<file path="src/rtl/traffic_light_ctrl_if.sv">
// Lamp/sensor bundle for the highway/farm-road intersection controller.
//   sensor        farm-road vehicle sensor (asynchronous to clk)
//   ped_req       pedestrian crossing request pulse
//   flash_en      level, 1 = flash mode
//   light_highway {R,Y,G} highway lamps
//   light_farm    {R,Y,G} farm-road lamps
//   ped_walk      walk lamp for the farm-road crossing
//   state_o       current state code (debug)
// master drives the requests and observes the lamps; slave is the controller.
interface traffic_light_ctrl_if;
   logic       sensor;
   logic       ped_req;
   logic       flash_en;
   logic [2:0] light_highway;
   logic [2:0] light_farm;
   logic       ped_walk;
   logic [2:0] state_o;

   modport master (
      output sensor, ped_req, flash_en,
      input  light_highway, light_farm, ped_walk, state_o
   );

   modport slave (
      input  sensor, ped_req, flash_en,
      output light_highway, light_farm, ped_walk, state_o
   );
endinterface

</file>
<file path="src/rtl/traffic_light_ctrl.sv">
// Highway/farm-road intersection controller with debounced farm sensor, bounded farm green,
// latched pedestrian request, all-red clearance and a flash (fault/maintenance) mode.
// All timing is in clk cycles.
//   clk   system clock, rising edge
//   rst_n asynchronous active-low reset
//   bus   traffic_light_ctrl_if.slave: sensor/ped_req/flash_en in, lamps/walk/state_o out
// Lamps, walk and state_o are registered and change on the same edge as the state.
module traffic_light_ctrl #(
   parameter int unsigned CNT_W          = 24,
   parameter int unsigned HWY_MIN_GREEN  = 30,
   parameter int unsigned FARM_MIN_GREEN = 10,
   parameter int unsigned FARM_MAX_GREEN = 20,
   parameter int unsigned YELLOW_TIME    = 3,
   parameter int unsigned ALL_RED_TIME   = 2,
   parameter int unsigned DEB_CYC        = 4,
   parameter int unsigned FLASH_HALF     = 500
) (
   input logic                 clk,
   input logic                 rst_n,
   traffic_light_ctrl_if.slave bus
);

   typedef enum logic [2:0] {
      StHwyG  = 3'd0,
      StHwyY  = 3'd1,
      StRedA  = 3'd2,
      StFarmG = 3'd3,
      StFarmY = 3'd4,
      StRedB  = 3'd5,
      StFlash = 3'd6
   } state_e;

   localparam int unsigned DebW = $clog2(DEB_CYC + 1);

   // Timer value on the last cycle of each interval ("hold D cycles" = exit at D-1).
   localparam logic [CNT_W-1:0] HwyMinLast  = CNT_W'(HWY_MIN_GREEN - 1);
   localparam logic [CNT_W-1:0] FarmMinLast = CNT_W'(FARM_MIN_GREEN - 1);
   localparam logic [CNT_W-1:0] FarmMaxLast = CNT_W'(FARM_MAX_GREEN - 1);
   localparam logic [CNT_W-1:0] YelLast     = CNT_W'(YELLOW_TIME - 1);
   localparam logic [CNT_W-1:0] RedLast     = CNT_W'(ALL_RED_TIME - 1);
   localparam logic [CNT_W-1:0] FlashLast   = CNT_W'(FLASH_HALF - 1);
   localparam logic [DebW-1:0]  DebLast     = DebW'(DEB_CYC - 1);

   localparam logic [2:0] LRed = 3'b100;
   localparam logic [2:0] LYel = 3'b010;
   localparam logic [2:0] LGrn = 3'b001;
   localparam logic [2:0] LOff = 3'b000;

   state_e           state_q, state_d;
   logic [CNT_W-1:0] timer_q, timer_d;
   logic             sync1_q, sync2_q;
   logic             sensor_db_q, sensor_db_d;
   logic [DebW-1:0]  deb_cnt_q, deb_cnt_d;
   logic             ped_pend_q, ped_pend_d;
   logic             dark_q, dark_d;   // flash blink phase, 1 = lamps off
   logic [2:0]       hwy_q, hwy_d;
   logic [2:0]       farm_q, farm_d;
   logic             walk_q, walk_d;
   logic             enter_farm;

   // Debounce: count consecutive synced samples that disagree with the accepted value;
   // any agreeing sample restarts the count, so short glitches never get through.
   always_comb begin
      sensor_db_d = sensor_db_q;
      deb_cnt_d   = '0;
      if (sync2_q != sensor_db_q) begin
         if (deb_cnt_q == DebLast) begin
            sensor_db_d = sync2_q;
         end else begin
            deb_cnt_d = deb_cnt_q + DebW'(1);
         end
      end
   end

   always_comb begin
      state_d = state_q;
      case (state_q)
         StHwyG:  if (timer_q >= HwyMinLast && (sensor_db_q || ped_pend_q)) state_d = StHwyY;
         StHwyY:  if (timer_q == YelLast) state_d = StRedA;
         StRedA:  if (timer_q == RedLast) state_d = StFarmG;
         StFarmG: if (timer_q == FarmMaxLast || (timer_q >= FarmMinLast && !sensor_db_q))
                     state_d = StFarmY;
         StFarmY: if (timer_q == YelLast) state_d = StRedB;
         StRedB:  if (timer_q == RedLast) state_d = StHwyG;
         StFlash: state_d = StRedB;   // only taken when flash_en has dropped
         default: state_d = StHwyG;
      endcase
      if (bus.flash_en) state_d = StFlash;
   end

   assign enter_farm = (state_d == StFarmG) && (state_q != StFarmG);

   always_comb begin
      dark_d = dark_q;
      if (state_d != state_q) begin
         timer_d = '0;
         dark_d  = 1'b0;
      end else if (state_q == StFlash && timer_q == FlashLast) begin
         // Flash reuses the timer per half period so the blink never saturates.
         timer_d = '0;
         dark_d  = ~dark_q;
      end else if (timer_q != '1) begin
         timer_d = timer_q + CNT_W'(1);
      end else begin
         timer_d = timer_q;
      end

      // A request arriving on the entry edge is kept for the next farm phase.
      if (bus.ped_req) begin
         ped_pend_d = 1'b1;
      end else if (enter_farm) begin
         ped_pend_d = 1'b0;
      end else begin
         ped_pend_d = ped_pend_q;
      end

      walk_d = (state_d == StFarmG) && (enter_farm ? ped_pend_q : walk_q);

      hwy_d  = LRed;
      farm_d = LRed;
      case (state_d)
         StHwyG:  hwy_d  = LGrn;
         StHwyY:  hwy_d  = LYel;
         StFarmG: farm_d = LGrn;
         StFarmY: farm_d = LYel;
         StFlash: begin
            hwy_d  = dark_d ? LOff : LYel;
            farm_d = dark_d ? LOff : LRed;
         end
         default: ;
      endcase
   end

   always_ff @(posedge clk or negedge rst_n) begin
      if (!rst_n) begin
         state_q     <= StHwyG;
         timer_q     <= '0;
         sync1_q     <= 1'b0;
         sync2_q     <= 1'b0;
         sensor_db_q <= 1'b0;
         deb_cnt_q   <= '0;
         ped_pend_q  <= 1'b0;
         dark_q      <= 1'b0;
         hwy_q       <= LGrn;
         farm_q      <= LRed;
         walk_q      <= 1'b0;
      end else begin
         state_q     <= state_d;
         timer_q     <= timer_d;
         sync1_q     <= bus.sensor;
         sync2_q     <= sync1_q;
         sensor_db_q <= sensor_db_d;
         deb_cnt_q   <= deb_cnt_d;
         ped_pend_q  <= ped_pend_d;
         dark_q      <= dark_d;
         hwy_q       <= hwy_d;
         farm_q      <= farm_d;
         walk_q      <= walk_d;
      end
   end

   assign bus.light_highway = hwy_q;
   assign bus.light_farm    = farm_q;
   assign bus.ped_walk      = walk_q;
   assign bus.state_o       = state_q;

endmodule

</file>
<file path="src/flat_wrapper.sv">
// flat-port wrapper written by rule: the top's interface ports become plain ports
module traffic_light_ctrl_flat 
#(
   parameter int unsigned CNT_W          = 24,
   parameter int unsigned HWY_MIN_GREEN  = 30,
   parameter int unsigned FARM_MIN_GREEN = 10,
   parameter int unsigned FARM_MAX_GREEN = 20,
   parameter int unsigned YELLOW_TIME    = 3,
   parameter int unsigned ALL_RED_TIME   = 2,
   parameter int unsigned DEB_CYC        = 4,
   parameter int unsigned FLASH_HALF     = 500
)
  (clk, rst_n, bus_sensor, bus_ped_req, bus_flash_en, bus_light_highway, bus_light_farm, bus_ped_walk, bus_state_o);
  traffic_light_ctrl_if bus_i ();
  input logic clk;
  input logic rst_n;
  input wire logic [$bits(bus_i.sensor)-1:0] bus_sensor;
  input wire logic [$bits(bus_i.ped_req)-1:0] bus_ped_req;
  input wire logic [$bits(bus_i.flash_en)-1:0] bus_flash_en;
  output wire logic [$bits(bus_i.light_highway)-1:0] bus_light_highway;
  output wire logic [$bits(bus_i.light_farm)-1:0] bus_light_farm;
  output wire logic [$bits(bus_i.ped_walk)-1:0] bus_ped_walk;
  output wire logic [$bits(bus_i.state_o)-1:0] bus_state_o;
  assign bus_i.sensor = bus_sensor;
  assign bus_i.ped_req = bus_ped_req;
  assign bus_i.flash_en = bus_flash_en;
  assign bus_light_highway = bus_i.light_highway;
  assign bus_light_farm = bus_i.light_farm;
  assign bus_ped_walk = bus_i.ped_walk;
  assign bus_state_o = bus_i.state_o;
  traffic_light_ctrl #(.CNT_W(CNT_W), .HWY_MIN_GREEN(HWY_MIN_GREEN), .FARM_MIN_GREEN(FARM_MIN_GREEN), .FARM_MAX_GREEN(FARM_MAX_GREEN), .YELLOW_TIME(YELLOW_TIME), .ALL_RED_TIME(ALL_RED_TIME), .DEB_CYC(DEB_CYC), .FLASH_HALF(FLASH_HALF)) u_core (.clk(clk), .rst_n(rst_n), .bus(bus_i));
endmodule
</file>
<file path="config.mk">
export PLATFORM = sky130hd
export DESIGN_NAME = traffic_light_ctrl_flat
export DESIGN_NICKNAME = d
export VERILOG_FILES = /design/src/rtl/traffic_light_ctrl_if.sv /design/src/rtl/traffic_light_ctrl.sv /design/src/flat_wrapper.sv
export SDC_FILE = /design/constraint.sdc
export NUM_CORES = 1
export LEC_CHECK = 0
export CAP_MARGIN = 20
export CORE_ASPECT_RATIO = 1.4
export CORE_MARGIN = 5
export CORE_UTILIZATION = 54
export DETAILED_ROUTE_END_ITERATION = 8
export PLACE_DENSITY = 0.81
export SYNTH_ARGS = -nofsm -noshare
export SYNTH_HDL_FRONTEND = slang
export SYNTH_SLANG_ARGS = --single-unit
</file>
<file path="constraint.sdc">
create_clock -name clk -period 2.6 [get_ports clk]
set_clock_uncertainty 0.2 [all_clocks]
set_input_delay 0.39 -clock clk [delete_from_list [all_inputs] [get_ports clk]]
set_output_delay 0.39 -clock clk [all_outputs]
set_load 0.03 [all_outputs]
</file>
After elaboration in Yosys (flattened, before gate mapping) --
Index checks and enable logic that the tools add are counted. Widths: inputs -> output; s select.
Storage, ports and cells: bits in registers 42, bits of input ports 5
Cells by class: add/subtract/negate cells 2, order comparisons 2, eq/ne operators 19, muxes and demuxes 22, bitwise gates (word level) 1, reduce and logical (&&, ||, !) cells 13
Operators with widths (number):
- $mux 24 | 3
- $mux 3 | 10
- $add 24x1->24 const B | 1
- $eq 24x1->1 const B | 1
- $eq 24x2->1 const B | 1
- $eq 24x5->1 const B | 1
- $eq 24x9->1 const B | 1
- $ge 24x4->1 const B | 1
- $ge 24x5->1 const B | 1
- $ne 24x24->1 const B | 1
- $pmux 3 s7 | 1
- $pmux 3 s3 | 2
- $eq 3x3->1 const B | 5
- $eq 3x2->1 const B | 4
- $eq 3x1->1 const B | 2
- $logic_not 3->1 | 2
- $logic_and 1x1->1 | 5
- $mux 1 | 5
- $add 3x1->3 const B | 1
- $ne 3x2->1 const B | 1
- $ne 3x3->1 | 1
- $reduce_bool 3->1 | 1
- $logic_or 1x1->1 | 2
- $mux 2 | 1
- other kinds (5) | 5

Logic depth before layout (Yosys ltp) --
depth in word-level cells 10, depth in mapped cells 10, depth with buffers taken out 9

Worst setup path before layout --
Ideal clock, no wire load.
path type flip-flop to flip-flop, from register u_core.timer_q[5], to register u_core.timer_q[3], setup time 0.144 ns, data arrival time 2.258 ns, data required time 2.256 ns, setup slack -0.002 ns, cell stages (with the launch flop) 9, path buffers 2, clock period less this slack 2.602 ns, path through dfrtp_1 > buf_6 > or4_4 > nor4_4 > a311oi_1 > o211a_1 > a211oi_4 > buf_6 > a211oi_1
Between the ends: cells in the longest elaborated chain, start to end 8, elaborated cells on any way between the ends 23
RTL lines:
- start: declaration | line traffic_light_ctrl.sv:50 | logic [CNT_W-1:0] timer_q, timer_d;
- start signal: assignment | line traffic_light_ctrl.sv:149 | timer_q <= timer_d;
- $ge 24x4->1 | line traffic_light_ctrl.sv:81 | StFarmG: if (timer_q == FarmMaxLast || (timer_q >= FarmMinLast && !sensor_db_q))
- $logic_and 1x1->1 | line traffic_light_ctrl.sv:81
- $logic_or 1x1->1 | line traffic_light_ctrl.sv:81
- $mux 3 | line traffic_light_ctrl.sv:81
- $pmux 3 s7 | line traffic_light_ctrl.sv:77 | case (state_q)
- $mux 3 | line traffic_light_ctrl.sv:88 | if (bus.flash_en) state_d = StFlash;
- $ne 3x3->1 | line traffic_light_ctrl.sv:95 | if (state_d != state_q) begin
- $reduce_bool 3->1 (no source line) or $mux 24 (tied branches)
Several ways; a longest one is shown, not always the timed one. A chain may end at the register's enable or synchronous reset.

Final worst setup path --
from register u_core.timer_q[8], to register u_core.timer_q[15]
Same word-level chain as after synthesis.

==> reports/metrics.cfg <==
[clock_network]
htreeDepth=2
clock_latency_ns=0.30
clockBufferDepth=2
cts_tree=yes
cts_sinks=42
clk_pin_slew_ns=0.09
numCtsBuffers=5
cts-root-buf=clkbuf_8

[global_routing]
grt_pass1_wl_um=10600
grt_pass1_vias=2296
grt_max_degree=43
antenna_found_initial=0
grt_overflow=0
grt_usage_pct=21.9

[worst_setup_path]
worstSetupEndpointType=register
critPathArrivalTime_ns=2.50
cp_max_fo=16
critPathMaxStageDelay_ns=0.57
cp.required_ns=2.57
slowest_stage=or4_4
path_cells=or4_4 > nor4_4 > buf_4 > a311o_1 > o211ai_1 > a211oi_4 > buf_12 > nor4_1
path_class=register to register
crit_path_start_kind=register

[place]
port-buffer-count=14
place_ws_ns=-0.0253
gp_congestion=0.810
hpwlAfterDp_um=4540

[drt]
finalWirelength_um=6420
drc=0
vias=2356
dr.first_iter.drc_count=208
via_per_inst=6.14
first_pass_iters=4
postRouteAntennaNets=0
avgRoutedWirePerCell_um=16.7

[final_layout]
mostFrequentLayoutCell=buf_4
final_cell_mix=buf_4, dfrtp_1, nor3_1
drive_gt1_share_pct=24.5
antennaDiodeCount=0
nNetsFinal=331
area_delta_synth_final_pct=23.8
utilization_pct=69.3

[timing]
hold_viol_final=0
slew_headroom_pct=38.6
fin_ws_ns=0.0744
min_period_ns=2.53
fin_tns_setup_ns=0
post-route-period-util_pct=97.1
worst_slew_pin_slew_ns=0.921
rsz0062_at_grt=true
fmax_mhz=396
drv_slew=0
setup_viol=0

[power_and_ir_drop]
internal_power_mw=1.36
pwr-share-comb_pct=44.9
power_density_nw_per_um2=725
p_leak_nw=1.29
clockPowerShare_pct=19.0
peakVddDrop_mv=0.428
seqPwrFrac_pct=36.1
swShare_pct=41.0
p_sw_mw=0.941

[floorplanning]
start_util_pct=56.0
io_pins=15
die_w_um=68.2
coreArea_um2=4570
dieArea_um2=6230
die_h_um=91.4
fp-row-count=29

[status]
status=complete, no violations

[job]
drv_cap=0

[synth]
yosysWarnings=0
syn_inst=276
netlist_area_um2=2560
synth_ff_type=dfrtp_1
postSynthAreaPerCell_um2=9.27
syn_nets=286
seq_area_frac_synth_pct=41.2
synth-async-reset-ratio_pct=100
synth_edf_count=0
synth_cell_types=54
synth_top_cell_by_area=dfrtp_1
synth.top_cells.by_area=dfrtp_1, nor4_1, nor3_1, mux2i_1, o21ai_0
synth-seq-cells=42
post-synth-top-area-fraction_pct=39.1

[min_path]
worst_hold_path_type=input port to async pin

[metal layers]
| layer | wire length [um] | GRT usage [%] |
|---|---|---|
| met1 | 2510 | 25.6 |
| met3 | 280 | 3.95 |
| met5 | 0 | 0 |
| met4 | 216 | 10.9 |
| met2 | 3420 | 37.0 |
[registers in the layout (all words and copies together), names as in the netlist]
name and cells:
u_core.bus.state_o 3, u_core.sync1_q 1, u_core.bus.ped_walk 1, u_core.sensor_db_q 1, u_core.timer_q 24, u_core.ped_pend_q 1
u_core.sync2_q 1, u_core.deb_cnt_q 3, u_core.bus.light_highway 3, u_core.bus.light_farm 3, u_core.dark_q 1
[power by group through the flow]
stage	logic [mW]	registers (mW)	clock network, mW
2_1_floorplan	0.544	0.914	0
3_3_place_gp	0.964	0.837	0
3_5_place_dp	0.982	0.842	0
4_1_cts	0.985	0.828	0.444
5_1_grt	1.11	0.843	0.475
6_report	1.03	0.829	0.436
[kinds of logic (layout without fill, tap and decap cells)]
logic type,Yosys count,in the layout,synth area share [%]
adder cells (fa/ha/maj),5,5,2.44
AO/OA/AOI/OAI,49,49,13.1
buffers and inverters,27,73,5.13
multiplexers,13,13,5.28
XOR/XNOR,9,9,3.08
flip-flops,42,42,41.2
AND/OR/NAND/NOR,131,131,29.8
[Yosys cell counts (2+ instances only)]
library cell / count
ha_1: 5
o211ai_1: 2
nor4_1: 21
dfstp_2: 2
buf_2: 6
nor3_1: 20
and3_1: 4
nand2_1: 18
xor2_1: 2
nor3_2: 5
inv_1: 8
nor2b_1: 5
nand3_1: 10
mux2_2: 4
a21o_1: 2
nor2_1: 16
mux2i_1: 9
dfrtp_1: 40
or3_1: 3
and4_1: 4
a31oi_1: 4
o21ai_0: 16
clkbuf_1: 10
a311oi_1: 2
a21oi_1: 7
nand4_1: 12
or2_2: 2
buf_6: 3
and2_1: 2
xnor2_1: 7
a41oi_1: 2
[metrics by stage]
| step | cell area, um2 | hold slack (ns) | power, mW | std cells |
|---|---|---|---|---|
| floorplan | 2560 | -0.106 | 1.46 | 276 |
| global placement | 2990 | 0.132 | 1.80 | 373 |
| detailed placement | 2990 | 0.135 | 1.82 | 373 |
| CTS | 3090 | 0.0505 | 2.26 | 381 |
| global route | 3170 | 0.105 | 2.43 | 384 |
| finish | 3170 | 0.0111 | 2.30 | 384 |
[cell type report]
cell class,instances,area (um2)
Sequential cell,42,1050
Inverter,8,30.0
Clock buffer,5,68.8
Multi-Input combinational cell,207,1440
Clock inverter,3,23.8
Tap cell,62,77.6
Fill cell,350,1410
Timing Repair Buffer,57,474
[final timing paths]
| check | startpoint | cells after the start | endpoint | slack (ns) |
|---|---|---|---|---|
| worst max-delay path | u_core.timer_q[8] | 8 | u_core.timer_q[15] | 0.07 |
| worst min-delay path | rst_n | 1 | u_core.bus.state_o[2] | 0.01 |
| worst max register to register | u_core.timer_q[8] | 8 | u_core.timer_q[15] | 0.07 |
| worst min register to register | u_core.sync1_q | 0 | u_core.sync2_q | 0.14 |
| max in group asynchronous | rst_n | 1 | u_core.timer_q[10] | 1.60 |
| min in group clk | u_core.sync1_q | 0 | u_core.sync2_q | 0.14 |
[critical path, delay by kind of cell, from the launching register on]
| kind | cells | cell delay (ns) |
|---|---|---|
| buffers and inverters | 2 | 0.36 |
| DFF | 1 | 0.39 |
| and+or+nand+nor | 3 | 0.87 |
| AOI/OAI and AO/OA | 3 | 0.57 |
[timing repair]
action	4_1_cts	5_1_grt
resized for setup	2	12
setup endpoints to repair	4	30
cloned	0	0
pin swaps	0	4
setup buffers	0	3
hold buffers	0	0
Power figures use the tool's default switching activity.
